File: config.mk
export PLATFORM = sky130hd
export DESIGN_NAME = adc_sample_sequencer_flat
export DESIGN_NICKNAME = d
export VERILOG_FILES = /design/src/rtl/adc_seq_pkg.sv /design/src/rtl/adc_sample_sequencer_if.sv /design/src/rtl/adc_seq_chan_pick.sv /design/src/rtl/adc_sample_sequencer.sv /design/src/flat_wrapper.sv
export SDC_FILE = /design/constraint.sdc
export NUM_CORES = 1
export LEC_CHECK = 0
export ABC_CLOCK_PERIOD_IN_PS = 7800
export CORE_ASPECT_RATIO = 0.6
export CORE_MARGIN = 4
export CORE_UTILIZATION = 50
export CTS_CLUSTER_DIAMETER = 100
export DETAILED_ROUTE_END_ITERATION = 8
export GPL_ROUTABILITY_DRIVEN = 0
export PLACE_DENSITY = 0.77
export SLEW_MARGIN = 20
export SYNTH_ARGS = -nofsm -noshare
export SYNTH_HDL_FRONTEND = slang
export SYNTH_HIERARCHICAL = 1
export SYNTH_SLANG_ARGS = --single-unit
File: constraint.sdc
create_clock -name PCLK -period 7.8 [get_ports PCLK]
set_clock_uncertainty 0.1 [all_clocks]
set_input_delay 2.34 -clock PCLK [delete_from_list [all_inputs] [get_ports PCLK]]
set_output_delay 2.34 -clock PCLK [all_outputs]
set_load 0.05 [all_outputs]
File: src/rtl/adc_seq_pkg.sv
// Shared state encoding and measurement-record layout for the ADC sample sequencer.
package adc_seq_pkg;

    typedef enum logic [2:0] {
        StIdle,
        StSettle,
        StStart,
        StWait,
        StPush,
        StNext
    } seq_state_e;

    localparam int unsigned MEAS_WIDTH   = 56;
    localparam int unsigned TS_LSB       = 24;
    localparam int unsigned TS_WIDTH     = 32;
    localparam int unsigned CH_LSB       = 21;
    localparam int unsigned CH_WIDTH     = 3;
    localparam int unsigned TO_BIT       = 20;
    localparam int unsigned OVR_BIT      = 19;
    localparam int unsigned SAMPLE_WIDTH = 16;

    function automatic logic [MEAS_WIDTH-1:0] pack_record(
        input logic [TS_WIDTH-1:0]     ts,
        input logic [CH_WIDTH-1:0]     ch,
        input logic                    to,
        input logic                    ovr,
        input logic [SAMPLE_WIDTH-1:0] sample
    );
        logic [MEAS_WIDTH-1:0] rec;
        rec                          = '0;
        rec[TS_LSB +: TS_WIDTH]      = ts;
        rec[CH_LSB +: CH_WIDTH]      = ch;
        rec[TO_BIT]                  = to;
        rec[OVR_BIT]                 = ovr;
        rec[SAMPLE_WIDTH-1:0]        = sample;
        return rec;
    endfunction

endpackage

File: src/rtl/adc_sample_sequencer_if.sv
// ADC start/done handshake plus FIFO write port; master = sequencer side.
interface adc_sample_sequencer_if #(
    parameter int unsigned ADC_WIDTH = 16
);

    logic                              adc_start_o;
    logic [2:0]                        adc_ch_o;
    logic                              adc_done_i;
    logic [ADC_WIDTH-1:0]              adc_data_i;
    logic                              fifo_wr_en_o;
    logic [adc_seq_pkg::MEAS_WIDTH-1:0] fifo_wdata_o;
    logic                              fifo_full_i;

    modport master (
        output adc_start_o, adc_ch_o, fifo_wr_en_o, fifo_wdata_o,
        input  adc_done_i, adc_data_i, fifo_full_i
    );

    modport slave (
        input  adc_start_o, adc_ch_o, fifo_wr_en_o, fifo_wdata_o,
        output adc_done_i, adc_data_i, fifo_full_i
    );

endinterface

File: src/rtl/adc_seq_chan_pick.sv
// Finds the lowest enabled channel, either from bit 0 (first_i) or strictly above cur_i.
module adc_seq_chan_pick #(
    parameter int unsigned NUM_CH = 4
) (
    input  logic [NUM_CH-1:0] mask_i,
    input  logic [2:0]        cur_i,
    input  logic              first_i,
    output logic [2:0]        next_o,
    output logic              valid_o
);

    always_comb begin
        next_o  = '0;
        valid_o = 1'b0;
        // Descending scan so the lowest qualifying index is the last one written.
        for (int i = int'(NUM_CH) - 1; i >= 0; i--) begin
            if (mask_i[i] && (first_i || (i > int'(cur_i)))) begin
                next_o  = 3'(i);
                valid_o = 1'b1;
            end
        end
    end

endmodule

File: src/rtl/adc_sample_sequencer.sv
// Steps through enabled ADC channels on trigger/periodic tick and pushes 56-bit records.
// Optional: define ADC_SEQ_AVG_EN to average four conversions per channel.
module adc_sample_sequencer
    import adc_seq_pkg::*;
#(
    parameter int unsigned NUM_CH         = 4,
    parameter int unsigned ADC_WIDTH      = 16,
    parameter int unsigned SETTLE_CYCLES  = 4,
    parameter int unsigned TIMEOUT_CYCLES = 255
) (
    input  logic                   PCLK,
    input  logic                   PRESET,
    input  logic                   trig_i,
    input  logic [15:0]            period_i,
    input  logic [NUM_CH-1:0]      ch_mask_i,
    input  logic                   ovr_clr_i,
    adc_sample_sequencer_if.master bus,
    output logic                   busy_o,
    output logic                   overrun_o
);

    localparam int unsigned CNT_MAX =
        (TIMEOUT_CYCLES > SETTLE_CYCLES) ? TIMEOUT_CYCLES : SETTLE_CYCLES;
    localparam int unsigned CNT_W = $clog2(CNT_MAX + 1);

    seq_state_e            state_q, state_d;
    logic [CNT_W-1:0]      cnt_q, cnt_d;
    logic [NUM_CH-1:0]     mask_q, mask_d;
    logic [2:0]            ch_q, ch_d;
    logic [MEAS_WIDTH-1:0] rec_q, rec_d;
    logic [31:0]           ts_q;
    logic [15:0]           per_cnt_q;
    logic                  overrun_q;
    logic                  tick, start_req, drop;
    logic [NUM_CH-1:0]     pick_mask;
    logic                  pick_first, pick_valid;
    logic [2:0]            pick_next;
`ifdef ADC_SEQ_AVG_EN
    logic [17:0]           acc_q, acc_d, acc_sum;
    logic [1:0]            nconv_q, nconv_d;
`endif

    assign tick      = (period_i != 16'd0) && (per_cnt_q >= period_i - 16'd1);
    assign start_req = trig_i || tick;
    assign drop      = (state_q == StPush) && bus.fifo_full_i;

    // In IDLE the live mask picks the first channel; afterwards the latched mask is walked.
    assign pick_first = (state_q == StIdle);
    assign pick_mask  = pick_first ? ch_mask_i : mask_q;

    adc_seq_chan_pick #(.NUM_CH(NUM_CH)) u_chan_pick (
        .mask_i  (pick_mask),
        .cur_i   (ch_q),
        .first_i (pick_first),
        .next_o  (pick_next),
        .valid_o (pick_valid)
    );

    always_comb begin
        state_d = state_q;
        cnt_d   = cnt_q;
        mask_d  = mask_q;
        ch_d    = ch_q;
        rec_d   = rec_q;
`ifdef ADC_SEQ_AVG_EN
        acc_d   = acc_q;
        nconv_d = nconv_q;
        acc_sum = acc_q + 18'(bus.adc_data_i);
`endif
        unique case (state_q)
            StIdle: begin
                if (start_req && (ch_mask_i != '0)) begin
                    mask_d  = ch_mask_i;
                    ch_d    = pick_next;
                    cnt_d   = '0;
                    state_d = StSettle;
`ifdef ADC_SEQ_AVG_EN
                    acc_d   = '0;
                    nconv_d = '0;
`endif
                end
            end
            StSettle: begin
                if (cnt_q == CNT_W'(SETTLE_CYCLES - 1)) state_d = StStart;
                else                                     cnt_d   = cnt_q + 1'b1;
            end
            StStart: begin
                cnt_d   = '0;
                state_d = StWait;
            end
            StWait: begin
                if (bus.adc_done_i) begin
`ifdef ADC_SEQ_AVG_EN
                    if (nconv_q == 2'd3) begin
                        rec_d   = pack_record(ts_q, ch_q, 1'b0, overrun_q, acc_sum[17:2]);
                        state_d = StPush;
                    end else begin
                        acc_d   = acc_sum;
                        nconv_d = nconv_q + 1'b1;
                        state_d = StStart;
                    end
`else
                    rec_d   = pack_record(ts_q, ch_q, 1'b0, overrun_q, 16'(bus.adc_data_i));
                    state_d = StPush;
`endif
                end else if (cnt_q == CNT_W'(TIMEOUT_CYCLES - 1)) begin
                    rec_d   = pack_record(ts_q, ch_q, 1'b1, overrun_q, '0);
                    state_d = StPush;
                end else begin
                    cnt_d = cnt_q + 1'b1;
                end
            end
            StPush: state_d = StNext;
            StNext: begin
                if (pick_valid) begin
                    ch_d    = pick_next;
                    cnt_d   = '0;
                    state_d = StSettle;
`ifdef ADC_SEQ_AVG_EN
                    acc_d   = '0;
                    nconv_d = '0;
`endif
                end else begin
                    state_d = StIdle;
                end
            end
            default: state_d = StIdle;
        endcase
    end

    always_ff @(posedge PCLK) begin
        if (PRESET) begin
            state_q   <= StIdle;
            cnt_q     <= '0;
            mask_q    <= '0;
            ch_q      <= '0;
            rec_q     <= '0;
            ts_q      <= '0;
            per_cnt_q <= '0;
            overrun_q <= 1'b0;
`ifdef ADC_SEQ_AVG_EN
            acc_q     <= '0;
            nconv_q   <= '0;
`endif
        end else begin
            state_q   <= state_d;
            cnt_q     <= cnt_d;
            mask_q    <= mask_d;
            ch_q      <= ch_d;
            rec_q     <= rec_d;
            ts_q      <= ts_q + 32'd1;
            per_cnt_q <= (period_i == 16'd0 || tick) ? 16'd0 : per_cnt_q + 16'd1;
            // A drop in the same cycle as a clear keeps the flag set.
            overrun_q <= drop || (overrun_q && !ovr_clr_i);
`ifdef ADC_SEQ_AVG_EN
            acc_q     <= acc_d;
            nconv_q   <= nconv_d;
`endif
        end
    end

    assign bus.adc_start_o  = (state_q == StStart);
    assign bus.adc_ch_o     = ch_q;
    assign bus.fifo_wr_en_o = (state_q == StPush) && !bus.fifo_full_i;
    assign bus.fifo_wdata_o = rec_q;
    assign busy_o           = (state_q != StIdle);
    assign overrun_o        = overrun_q;

endmodule

File: src/flat_wrapper.sv
// flat-port wrapper written by rule: the top's interface ports become plain ports
module adc_sample_sequencer_flat import adc_seq_pkg::*;
#(
    parameter int unsigned NUM_CH         = 4,
    parameter int unsigned ADC_WIDTH      = 16,
    parameter int unsigned SETTLE_CYCLES  = 4,
    parameter int unsigned TIMEOUT_CYCLES = 255
)
  (PCLK, PRESET, trig_i, period_i, ch_mask_i, ovr_clr_i, busy_o, overrun_o, bus_adc_start_o, bus_adc_ch_o, bus_fifo_wr_en_o, bus_fifo_wdata_o, bus_adc_done_i, bus_adc_data_i, bus_fifo_full_i);
  adc_sample_sequencer_if #(.ADC_WIDTH(ADC_WIDTH)) bus_i ();
  input  logic PCLK;
  input  logic PRESET;
  input  logic trig_i;
  input  logic [15:0] period_i;
  input  logic [NUM_CH-1:0] ch_mask_i;
  input  logic ovr_clr_i;
  output logic busy_o;
  output logic overrun_o;
  output wire logic [$bits(bus_i.adc_start_o)-1:0] bus_adc_start_o;
  output wire logic [$bits(bus_i.adc_ch_o)-1:0] bus_adc_ch_o;
  output wire logic [$bits(bus_i.fifo_wr_en_o)-1:0] bus_fifo_wr_en_o;
  output wire logic [$bits(bus_i.fifo_wdata_o)-1:0] bus_fifo_wdata_o;
  input wire logic [$bits(bus_i.adc_done_i)-1:0] bus_adc_done_i;
  input wire logic [$bits(bus_i.adc_data_i)-1:0] bus_adc_data_i;
  input wire logic [$bits(bus_i.fifo_full_i)-1:0] bus_fifo_full_i;
  assign bus_adc_start_o = bus_i.adc_start_o;
  assign bus_adc_ch_o = bus_i.adc_ch_o;
  assign bus_fifo_wr_en_o = bus_i.fifo_wr_en_o;
  assign bus_fifo_wdata_o = bus_i.fifo_wdata_o;
  assign bus_i.adc_done_i = bus_adc_done_i;
  assign bus_i.adc_data_i = bus_adc_data_i;
  assign bus_i.fifo_full_i = bus_fifo_full_i;
  adc_sample_sequencer #(.NUM_CH(NUM_CH), .ADC_WIDTH(ADC_WIDTH), .SETTLE_CYCLES(SETTLE_CYCLES), .TIMEOUT_CYCLES(TIMEOUT_CYCLES)) u_core (.PCLK(PCLK), .PRESET(PRESET), .trig_i(trig_i), .period_i(period_i), .ch_mask_i(ch_mask_i), .ovr_clr_i(ovr_clr_i), .bus(bus_i), .busy_o(busy_o), .overrun_o(overrun_o));
endmodule
==> metrics.yaml <==
placed_design:
  io_buffers: 101
  dp_hpwl_um: 10100
synth:
  ys_seq_elements: 120
  synthAdderAreaFrac_pct: 4.95
  syn-instance-count: 690
  yosys.area_share.xor_xnor_pct: 8.51
  avgSynthCellArea_um2: 8.05
  synth_mux_area_share_pct: 0.540
  synth_area_um2: 5560
  synth-simple-area-share_pct: 26.4
  ys_warn_count: 6
  synth_top_family_by_area: "simple AND/OR/NAND/NOR gates"
  synth_compound_area_share_pct: 12.3
  ys_seq_area_share_pct: 43.2
  synth-async-reset-ratio_pct: 0
  synth_edf_count: 0
  ys_types: 53
  synthFlopType: "dfxtp_1"
hold_path:
  hp-class: "reg2reg"
clock_network:
  clk_path_buf_depth: 2
  cts_tree: "yes"
  numCtsBuffers: 17
  clk_latency_ps: 410
  cts_root_buffer: "clkbuf_16"
  cts.sinks: 120
  post_cts_buffers: 0
  clkTransAtPathRegs_ps: 50
  cts-resized-gates: 0
  hold_buffers: 0
  htreeDepth: 4
final_layout:
  area_growth_pct: 29.9
  num_antenna_cells: 0
  final_cell_mix: "129 x nand2_1, 120 x dfxtp_1, 100 x clkdlybuf4s50_1, 83 x nor2_1, 53 x a21oi_1"
  final_core_util_pct: 67.4
  layout_commonest_cell: "nand2_1"
  finalNetCount: 845
  drive_above_1_share_pct: 5.54
timing:
  rsz0062_at_grt: "no"
  fin_tns_setup_ps: 0
  tightest_slew_ps: 1040
  hold_viol: 0
  final.period_utilization_pct: 82.9
  max-slew-margin-rel_pct: 30.9
  drv_slew: 0
  fmax_ghz: 0.155
  setup_viol: 0
  finalCriticalPeriod_ps: 6460
floorplan:
  fp-row-count: 29
  ios: 105
  core_um2: 10700
  start_util_pct: 51.9
  die_h_um: 89.7
  die_x_um: 144
  die_area_um2: 12900
setup_path:
  crit_slowest_cell: "or4_4"
  critical_path_arrival_ps: 6680
  cp_slowest_stage_delay_ps: 570
  crit_family: "simple AND/OR/NAND/NOR gates"
  worst-path-buf-inv: 1
  crit_required_ps: 8020
  crit_type: "in2reg"
  cp-start-kind: "primary input"
  worstSetupEndpointType: "flop"
  critPathMaxFanout: 5
  crit_chain: "clkdlybuf4s50_1 -> or4_4 -> or3_4 -> or4_4 -> or3_4 -> nor3_2 -> xnor2_1 -> ha_1 -> nand2_1 -> nor2_1 -> nand4_1 -> o21ai_0 -> nand2_1 -> and2b_1 -> mux2i_1"
detailed_routing:
  wirelength_um: 14300
  ant_nets: 0
  viasPerCell: 5.48
  firstDrtPassIters: 5
  wl_per_cell_um: 15.3
  num_vias: 5115
  drc: 0
  dr.first_iter.drc_count: 384
job:
  maxCapViolCount: 0
power:
  leakage_nw: 2.59
  cellPowerDensity_nw_per_um2: 209
  irDropWorstVdd_mv: 0.158
global_routing:
  antenna_found_initial: 0
  grt_max_degree: 100
  grt_pass1_wl_um: 23000
  grt_pass1_vias: 4929
  track_usage_pct: 22.6
  overflow: 0
outcome:
  status: "completed"
## through the flow
stage | hold slack, ps | power (mW) | cells | area [um2] | worst slack [ps]
after floorplan | 326 | 0.695 | 692 | 5560 | 1850
after global placement | 339 | 0.731 | 901 | 6620 | 1200
after detailed placement | 345 | 0.736 | 901 | 6620 | 1000
after CTS | 356 | 1.52 | 933 | 7220 | 1410
after global routing | 376 | 1.56 | 933 | 7220 | 1160
final | 353 | 1.51 | 933 | 7220 | 1340
## cells in the mapped netlist (4+ instances only)
cell type | count | area share (%)
o21ai_0 | 18 | 1.6
nor3_1 | 22 | 2.0
a31oi_1 | 5 | 0.56
ha_1 | 22 | 5.0
xor2_1 | 25 | 3.9
dfxtp_1 | 120 | 43
clkbuf_1 | 27 | 1.8
nand3_1 | 26 | 2.3
nor2_1 | 83 | 5.6
nand4_1 | 9 | 1.0
a22oi_1 | 17 | 2.3
nor2b_1 | 6 | 0.68
buf_4 | 4 | 0.54
and3_1 | 9 | 1.0
inv_1 | 21 | 1.4
xnor2_1 | 29 | 4.6
a21oi_1 | 53 | 4.8
or3_1 | 11 | 1.2
nand2_1 | 129 | 8.7
## layer usage
layer	wire length (um)	GRT usage, %	vias up
met5	0	0	-
li1	-	-	2521
met4	248	9.40	0
met1	6690	29.7	2374
met2	6110	34.3	194
met3	1200	7.78	26
## power by group
group          leakage [nW]  internal [mW]  switching, mW  total [mW]
Clock                 0.293          0.508          0.276       0.784
Sequential            0.969          0.620        0.00806       0.628
Combinational          1.33         0.0412         0.0564      0.0976
Total                  2.59           1.17          0.341        1.51
## worst paths after layout
kind / cells after the start / slack (ps) / endpoint / start
setup / recovery: 15 / 1340 / u_core/bus.adc_ch_o[0] / period_i[3]
hold / removal: 2 / 350 / u_core/bus.fifo_wdata_o[43] / u_core/bus.fifo_wdata_o[43]
setup reg to reg: 14 / 4180 / u_core/cnt_q[3] / u_core/state_q[1]
hold reg to reg: 2 / 350 / u_core/bus.fifo_wdata_o[43] / u_core/bus.fifo_wdata_o[43]
## tightest hold or removal path: cells and delay by family, from the launching register on
kind	cells	cell delay, ps
flops	1	300
compound gates	1	50
simple gates	1	50
## cell families (layout without fill, tap and decap cells)
| kind of cell | count (synthesis) | count (layout) |
|---|---|---|
| AND/OR/NAND/NOR | 321 | 321 |
| flip-flops | 120 | 120 |
| AO/OA/AOI/OAI | 114 | 114 |
| XOR/XNOR | 54 | 54 |
| buffers and inverters | 54 | 156 |
| adder cells (fa/ha/maj) | 22 | 22 |
| multiplexers | 3 | 3 |
| other | 2 | 4 |
## state kept, by name, summed over array words and instances, names as in the netlist
| name | cells |
|---|---|
| u_core/cnt_q | 8 |
| u_core/ts_q | 32 |
| u_core/mask_q | 4 |
| u_core/bus.fifo_wdata_o | 53 |
| u_core/per_cnt_q | 16 |
| u_core/bus.adc_ch_o | 3 |
| u_core/overrun_o | 1 |
| u_core/state_q | 3 |
## final cells by class
| class | count | area, um2 |
|---|---|---|
| tap | 139 | 174 |
| clock buffer | 19 | 443 |
| timing repair buffer | 103 | 1020 |
| clock inverter | 13 | 153 |
| multi-input combinational | 518 | 2950 |
| fill | 831 | 3480 |
| inverter | 21 | 78.8 |
| sequential | 120 | 2400 |
No activity file was read; power rests on OpenSTA's default activity.
